<file path="src/rtl/router_pkt_src.sv">
// router_pkt_src: store-and-forward packet source feeding the 1x3 router.
// Loads a payload from the host, then emits header, payload and parity bytes.
module router_pkt_src #(
    parameter int GAP_CYCLES = 2,
    parameter int STALL_MAX  = 16
) (
    input  logic       clock,
    input  logic       resetn,
    input  logic       start,
    input  logic [1:0] dest,
    input  logic [5:0] len,
    input  logic       pay_valid,
    input  logic [7:0] pay_data,
    input  logic       busy,
    output logic       pay_ready,
    output logic       pkt_valid,
    output logic [7:0] data_out,
    output logic       tx_active,
    output logic       done,
    output logic       req_err,
    output logic       stall_err
);

    typedef enum logic [2:0] {
        S_IDLE,
        S_LOAD,
        S_HDR,
        S_PAY,
        S_PAR,
        S_GAP
    } state_e;

    localparam logic [3:0] GAP_LAST = 4'(GAP_CYCLES - 1);
    localparam logic [7:0] SMAX     = 8'(STALL_MAX);

    state_e     state_q, state_d;
    logic [1:0] dest_q, dest_d;
    logic [5:0] len_q, len_d;
    logic [5:0] cnt_q, cnt_d;
    logic [5:0] idx_q, idx_d;
    logic [7:0] par_q, par_d;
    logic [3:0] gap_q, gap_d;
    logic [7:0] stall_q, stall_d;
    logic [7:0] data_q, data_d;
    logic       pkt_valid_q, pkt_valid_d;
    logic       pay_ready_q, pay_ready_d;
    logic       tx_active_q, tx_active_d;
    logic       done_q, done_d;
    logic       req_err_q, req_err_d;
    logic       stall_err_q, stall_err_d;

    logic [7:0] mem_q [64];
    logic       wr_en;
    logic       tx_phase;

    // in LOAD pay_ready is high, so a valid byte is always accepted
    assign wr_en    = (state_q == S_LOAD) && pay_valid;
    assign tx_phase = (state_q == S_HDR) || (state_q == S_PAY) ||
                      (state_q == S_PAR);

    // payload buffer, contents are don't-care after reset
    always_ff @(posedge clock) begin
        if (wr_en) begin
            mem_q[cnt_q] <= pay_data;
        end
    end

    // next-state, datapath and registered-output decode
    always_comb begin
        state_d     = state_q;
        dest_d      = dest_q;
        len_d       = len_q;
        cnt_d       = cnt_q;
        idx_d       = idx_q;
        par_d       = par_q;
        gap_d       = gap_q;
        stall_d     = stall_q;
        data_d      = data_q;
        pkt_valid_d = pkt_valid_q;
        pay_ready_d = pay_ready_q;
        tx_active_d = tx_active_q;
        stall_err_d = stall_err_q;
        done_d      = 1'b0;
        req_err_d   = 1'b0;

        unique case (state_q)
            S_IDLE: begin
                if (start) begin
                    if (dest == 2'd3 || len == 6'd0) begin
                        req_err_d = 1'b1;
                    end else begin
                        dest_d      = dest;
                        len_d       = len;
                        par_d       = {len, dest};
                        cnt_d       = 6'd0;
                        stall_d     = 8'd0;
                        stall_err_d = 1'b0;
                        pay_ready_d = 1'b1;
                        tx_active_d = 1'b1;
                        state_d     = S_LOAD;
                    end
                end
            end
            S_LOAD: begin
                if (pay_valid) begin
                    par_d = par_q ^ pay_data;
                    cnt_d = cnt_q + 6'd1;
                    if (cnt_q == len_q - 6'd1) begin
                        pay_ready_d = 1'b0;
                        pkt_valid_d = 1'b1;
                        data_d      = {len_q, dest_q};
                        state_d     = S_HDR;
                    end
                end
            end
            S_HDR: begin
                if (!busy) begin
                    data_d  = mem_q[0];
                    idx_d   = 6'd0;
                    state_d = S_PAY;
                end
            end
            S_PAY: begin
                if (!busy) begin
                    if (idx_q < len_q - 6'd1) begin
                        idx_d  = idx_q + 6'd1;
                        data_d = mem_q[idx_q + 6'd1];
                    end else begin
                        data_d      = par_q;
                        pkt_valid_d = 1'b0;
                        state_d     = S_PAR;
                    end
                end
            end
            S_PAR: begin
                if (!busy) begin
                    done_d  = 1'b1;
                    data_d  = 8'd0;
                    gap_d   = 4'd0;
                    state_d = S_GAP;
                end
            end
            S_GAP: begin
                if (gap_q == GAP_LAST) begin
                    tx_active_d = 1'b0;
                    state_d     = S_IDLE;
                end else begin
                    gap_d = gap_q + 4'd1;
                end
            end
            default: begin
                state_d = S_IDLE;
            end
        endcase

        // back-pressure watchdog, saturates so it never wraps
        if (tx_phase) begin
            if (busy) begin
                if (stall_q < SMAX) begin
                    stall_d = stall_q + 8'd1;
                end
                if (stall_q >= SMAX - 8'd1) begin
                    stall_err_d = 1'b1;
                end
            end else begin
                stall_d = 8'd0;
            end
        end
    end

    // state and output registers, cleared asynchronously
    always_ff @(posedge clock or negedge resetn) begin
        if (!resetn) begin
            state_q     <= S_IDLE;
            dest_q      <= 2'd0;
            len_q       <= 6'd0;
            cnt_q       <= 6'd0;
            idx_q       <= 6'd0;
            par_q       <= 8'd0;
            gap_q       <= 4'd0;
            stall_q     <= 8'd0;
            data_q      <= 8'd0;
            pkt_valid_q <= 1'b0;
            pay_ready_q <= 1'b0;
            tx_active_q <= 1'b0;
            done_q      <= 1'b0;
            req_err_q   <= 1'b0;
            stall_err_q <= 1'b0;
        end else begin
            state_q     <= state_d;
            dest_q      <= dest_d;
            len_q       <= len_d;
            cnt_q       <= cnt_d;
            idx_q       <= idx_d;
            par_q       <= par_d;
            gap_q       <= gap_d;
            stall_q     <= stall_d;
            data_q      <= data_d;
            pkt_valid_q <= pkt_valid_d;
            pay_ready_q <= pay_ready_d;
            tx_active_q <= tx_active_d;
            done_q      <= done_d;
            req_err_q   <= req_err_d;
            stall_err_q <= stall_err_d;
        end
    end

    assign pay_ready = pay_ready_q;
    assign pkt_valid = pkt_valid_q;
    assign data_out  = data_q;
    assign tx_active = tx_active_q;
    assign done      = done_q;
    assign req_err   = req_err_q;
    assign stall_err = stall_err_q;

endmodule

</file>
<file path="config.mk">
export PLATFORM = sky130hd
export DESIGN_NAME = router_pkt_src
export DESIGN_NICKNAME = d
export VERILOG_FILES = /design/src/rtl/router_pkt_src.sv
export SDC_FILE = /design/constraint.sdc
export NUM_CORES = 1
export LEC_CHECK = 0
export CAP_MARGIN = 10
export CORE_UTILIZATION = 30
export CTS_CLUSTER_DIAMETER = 100
export DETAILED_ROUTE_END_ITERATION = 8
export REMOVE_ABC_BUFFERS = 1
export SLEW_MARGIN = 10
export SYNTH_ARGS = -nofsm -noshare
export SYNTH_HDL_FRONTEND = slang
export SYNTH_SLANG_ARGS = --single-unit
export TNS_END_PERCENT = 20
</file>
<file path="constraint.sdc">
create_clock -name clock -period 5.45 [get_ports clock]
set_input_delay 1.635 -clock clock [delete_from_list [all_inputs] [get_ports clock]]
set_output_delay 1.635 -clock clock [all_outputs]
set_load 0.01 [all_outputs]
</file>
==> run_results.csv <==
group,metric,value,unit
synth,synth_cell_types,59,
power_and_ir_drop,p_comb_share,30.2,%
setup_path,critPathCaptureType,"register",
power_and_ir_drop,switching_share,30.5,%
sta,hold_violations,0,
synth,synthAdderAreaFrac,0.593,%
clocking,cts_setup_buffers,0,
power_and_ir_drop,seqPwrFrac,40.2,%
sta,finalCriticalPeriod,3.95,ns
power_and_ir_drop,ir_worst_vdd,0.339,mV
synth,syn_area,23200,um^2
power_and_ir_drop,p_clk_share,29.6,%
synth,synthFlopType,"edfxtp_1",
finish,drive_gt1_share,21.0,%
synth,synth-seq-area-share,72.4,%
floorplanning,num_rows,101,
detailed_routing,route.antenna.remaining_nets,0,
floorplanning,die_area,78500,um^2
finish,design_area,26500,um^2
sta,clock_skew,0.0238,ns
clocking,cts_sinks,569,
placement,dp_hpwl,34800,um
synth,synthXorXnorAreaFrac,1.03,%
floorplanning,io_pins,35,
global_route,track_usage,14.0,%
setup_path,crit_required,5.90,ns
setup_path,cp-start-kind,"register",
synth,synth_simple_gate_area_share,6.07,%
job,cap_violations,0,
placement,pre_cts_slack,1.07,ns
floorplanning,die_y,280,um
sta,hold_slack,0.484,ns
synth,synth_top_family_by_area,"multiplexers",
global_route,grt_pass1_wl,81500,um
sta,setup_viol,0,
detailed_routing,drt-total-wl,54300,um
clocking,clockRootBuffer,"clkbuf_16",
clocking,clk_path_buf_depth,3,
clocking,numCtsBuffers,57,
power_and_ir_drop,p_int,8.94,mW
power_and_ir_drop,power.leakage,8.39,nW
placement,postPlaceCellArea,24700,um^2
synth,ys_seq_elements,569,
hold_path,hp-class,"register to register",
sta,tightest_slew,1.09,ns
synth,ys_warn_count,0,
placement,portBuffers,34,
power_and_ir_drop,power_density,485,nW/um^2
power_and_ir_drop,p_total,12.9,mW
sta,layout_setup_ws,1.50,ns
finish,final-seq-area,16800,um^2
synth,syn_inst,1279,
clocking,cts_resized,0,
sta,max_freq,0.253,GHz
status,outcome,"finished, final reports clean",
finish,multi_input_comb_area,6000,um^2
synth,synth-edff-count,512,
sta,fin_setup_tns,0,ns
synth,synth_compound_area_share,3.12,%
detailed_routing,viasPerCell,4.94,
clocking,cts_tree,"yes",
detailed_routing,wire_per_inst,22.6,um
sta,slew_headroom,26.9,%
sta,slew_violations,0,
floorplanning,start_util,30.5,%
global_route,grt_pass1_vias,12100,
finish,nets,1361,
detailed_routing,drt-pass1-iter-count,5,
synth,synthArstFlopShare,10.0,%
global_route,antenna_found_initial,3,
detailed_routing,initialDrtViolationCount,1194,
synth,synthMuxAreaShare,14.9,%
finish,fillers,7026,
sta,rsz0062_at_grt,"no",
clocking,h-tree-depth,2,
synth,avgSynthCellArea,18.1,um^2
floorplanning,core,76200,um^2
clocking,cts_hold_buf,0,
clocking,insertion_delay,0.62,ns
placement,gp_congestion,0.822,
floorplanning,die_w,280,um
clocking,path_clk_slew,0.06,ns
setup_path,cp_max_fo,8,
finish,syn_to_final_growth,14.3,%
setup_path,critPathKind,"register to register",
sta,post-route-period-util,72.5,%
power_and_ir_drop,p_switching,3.93,mW
detailed_routing,remaining_drc_errors,0,
global_route,grt.overflow.total,0,
detailed_routing,num_vias,11900,
setup_path,crit_arrival,4.40,ns
global_route,grt_max_degree,95,
[kinds of logic after synthesis]
logic type,count (synthesis)
mux,164
buf+inv,90
fa+ha+maj,11
xor+xnor,24
simple gates,308
compound gates,113
flops,569
[worst max-delay path: stages, from the launching register on]
cell and delay [ns]:
dfrtp_1 0.44, nor3_1 0.48, nor3b_1 0.40, xnor2_1 0.13, ha_1 0.33, o2111ai_1 0.12, a21oi_1 0.32, or2_1 0.23
nand2b_1 0.31, nor3_1 0.15, a2111oi_0 0.75, o31ai_1 0.15
[layer usage]
metal / vias to the layer above / GRT usage (%) / part of all wire, %
li1: 5172 / - / -
met1: 6190 / 19.3 / 44
met2: 436 / 22.4 / 47
met3: 73 / 2.84 / 7.0
met4: 4 / 3.98 / 2.1
met5: - / 0 / 0.050
[cells in the final DEF (no fill, tap or decap), drive strengths merged, types with 6 or more instances in the layout]
| cell type | n |
|---|---|
| dfrtp | 57 |
| o21ai | 20 |
| inv | 24 |
| nor3 | 8 |
| clkbuf | 76 |
| clkinv | 19 |
| a2111oi | 6 |
| mux2 | 16 |
| nand3 | 37 |
| nand2b | 21 |
| nand2 | 77 |
| clkdlybuf4s50 | 25 |
| a21oi | 42 |
| o22ai | 7 |
| mux4 | 144 |
| buf | 34 |
| xnor2 | 10 |
| and2 | 9 |
| nor2 | 123 |
| xor2 | 13 |
| nand4 | 6 |
| edfxtp | 512 |
| o31ai | 9 |
| ha | 11 |
[sequential cells by signal, summed over array words and instances, names as in the netlist]
| signal | flops |
|---|---|
| data_out | 8 |
| pkt_valid | 1 |
| state_q | 3 |
| cnt_q | 6 |
| dest_q | 2 |
| done | 1 |
| req_err | 1 |
| gap_q | 4 |
| tx_active | 1 |
| idx_q | 6 |
| mem_q | 512 |
| stall_err | 1 |
| pay_ready | 1 |
| len_q | 6 |
| par_q | 8 |
| stall_q | 8 |
[cell usage after synthesis, types with 9 or more instances]
cell,count,area share (%)
o21ai_0,18,0.39
nor2_1,123,2.0
buf_1,9,0.15
nand2_1,77,1.2
edfxtp_1,512,66
mux2_2,16,0.78
buf_2,24,0.52
clkbuf_1,23,0.37
xor2_1,12,0.45
o31ai_1,9,0.29
nand3_1,36,0.78
dfrtp_1,57,6.1
nand2b_1,21,0.57
mux4_2,144,14
inv_1,22,0.36
a21oi_1,42,0.91
xnor2_1,9,0.34
ha_1,11,0.59
[metrics by stage]
step,utilization (%),std cells
finish,34.8,2406
global route,34.8,2406
CTS,34.8,2405
detailed placement,32.4,2300
global placement,32.4,2300
floorplan,-,1211
[worst paths after layout]
check | from | to | slack (ns) | cells after the start
max in group asynchronous | resetn | idx_q[0] | 3.67 | 2
max reg2reg | len_q[2] | data_out[0] | 1.50 | 11
min | data_out[7] | data_out[7] | 0.48 | 2
min reg2reg | data_out[7] | data_out[7] | 0.48 | 2
min in group asynchronous | resetn | par_q[4] | 1.21 | 2
max | len_q[2] | data_out[0] | 1.50 | 11
[power by group through the flow]
stage | clock network [mW] | registers [mW] | logic, mW
finish | 3.81 | 5.17 | 3.89
CTS | 3.88 | 5.17 | 3.94
global route | 4.02 | 5.20 | 4.18
detailed placement | 0 | 5.26 | 3.94
floorplan | 0 | 5.39 | 2.89
global placement | 0 | 5.25 | 3.90
[final cells by class]
class / instances / share of cell area [%]
antenna: 1 / 0.00943
clock buffer: 76 / 5.96
clock inverter: 29 / 0.924
inverter: 22 / 0.311
multi-input combinational: 620 / 22.6
sequential: 569 / 63.3
tap: 1030 / 4.86
timing repair buffer: 59 / 1.96
Note: power is estimated with default switching activity, not from simulation.
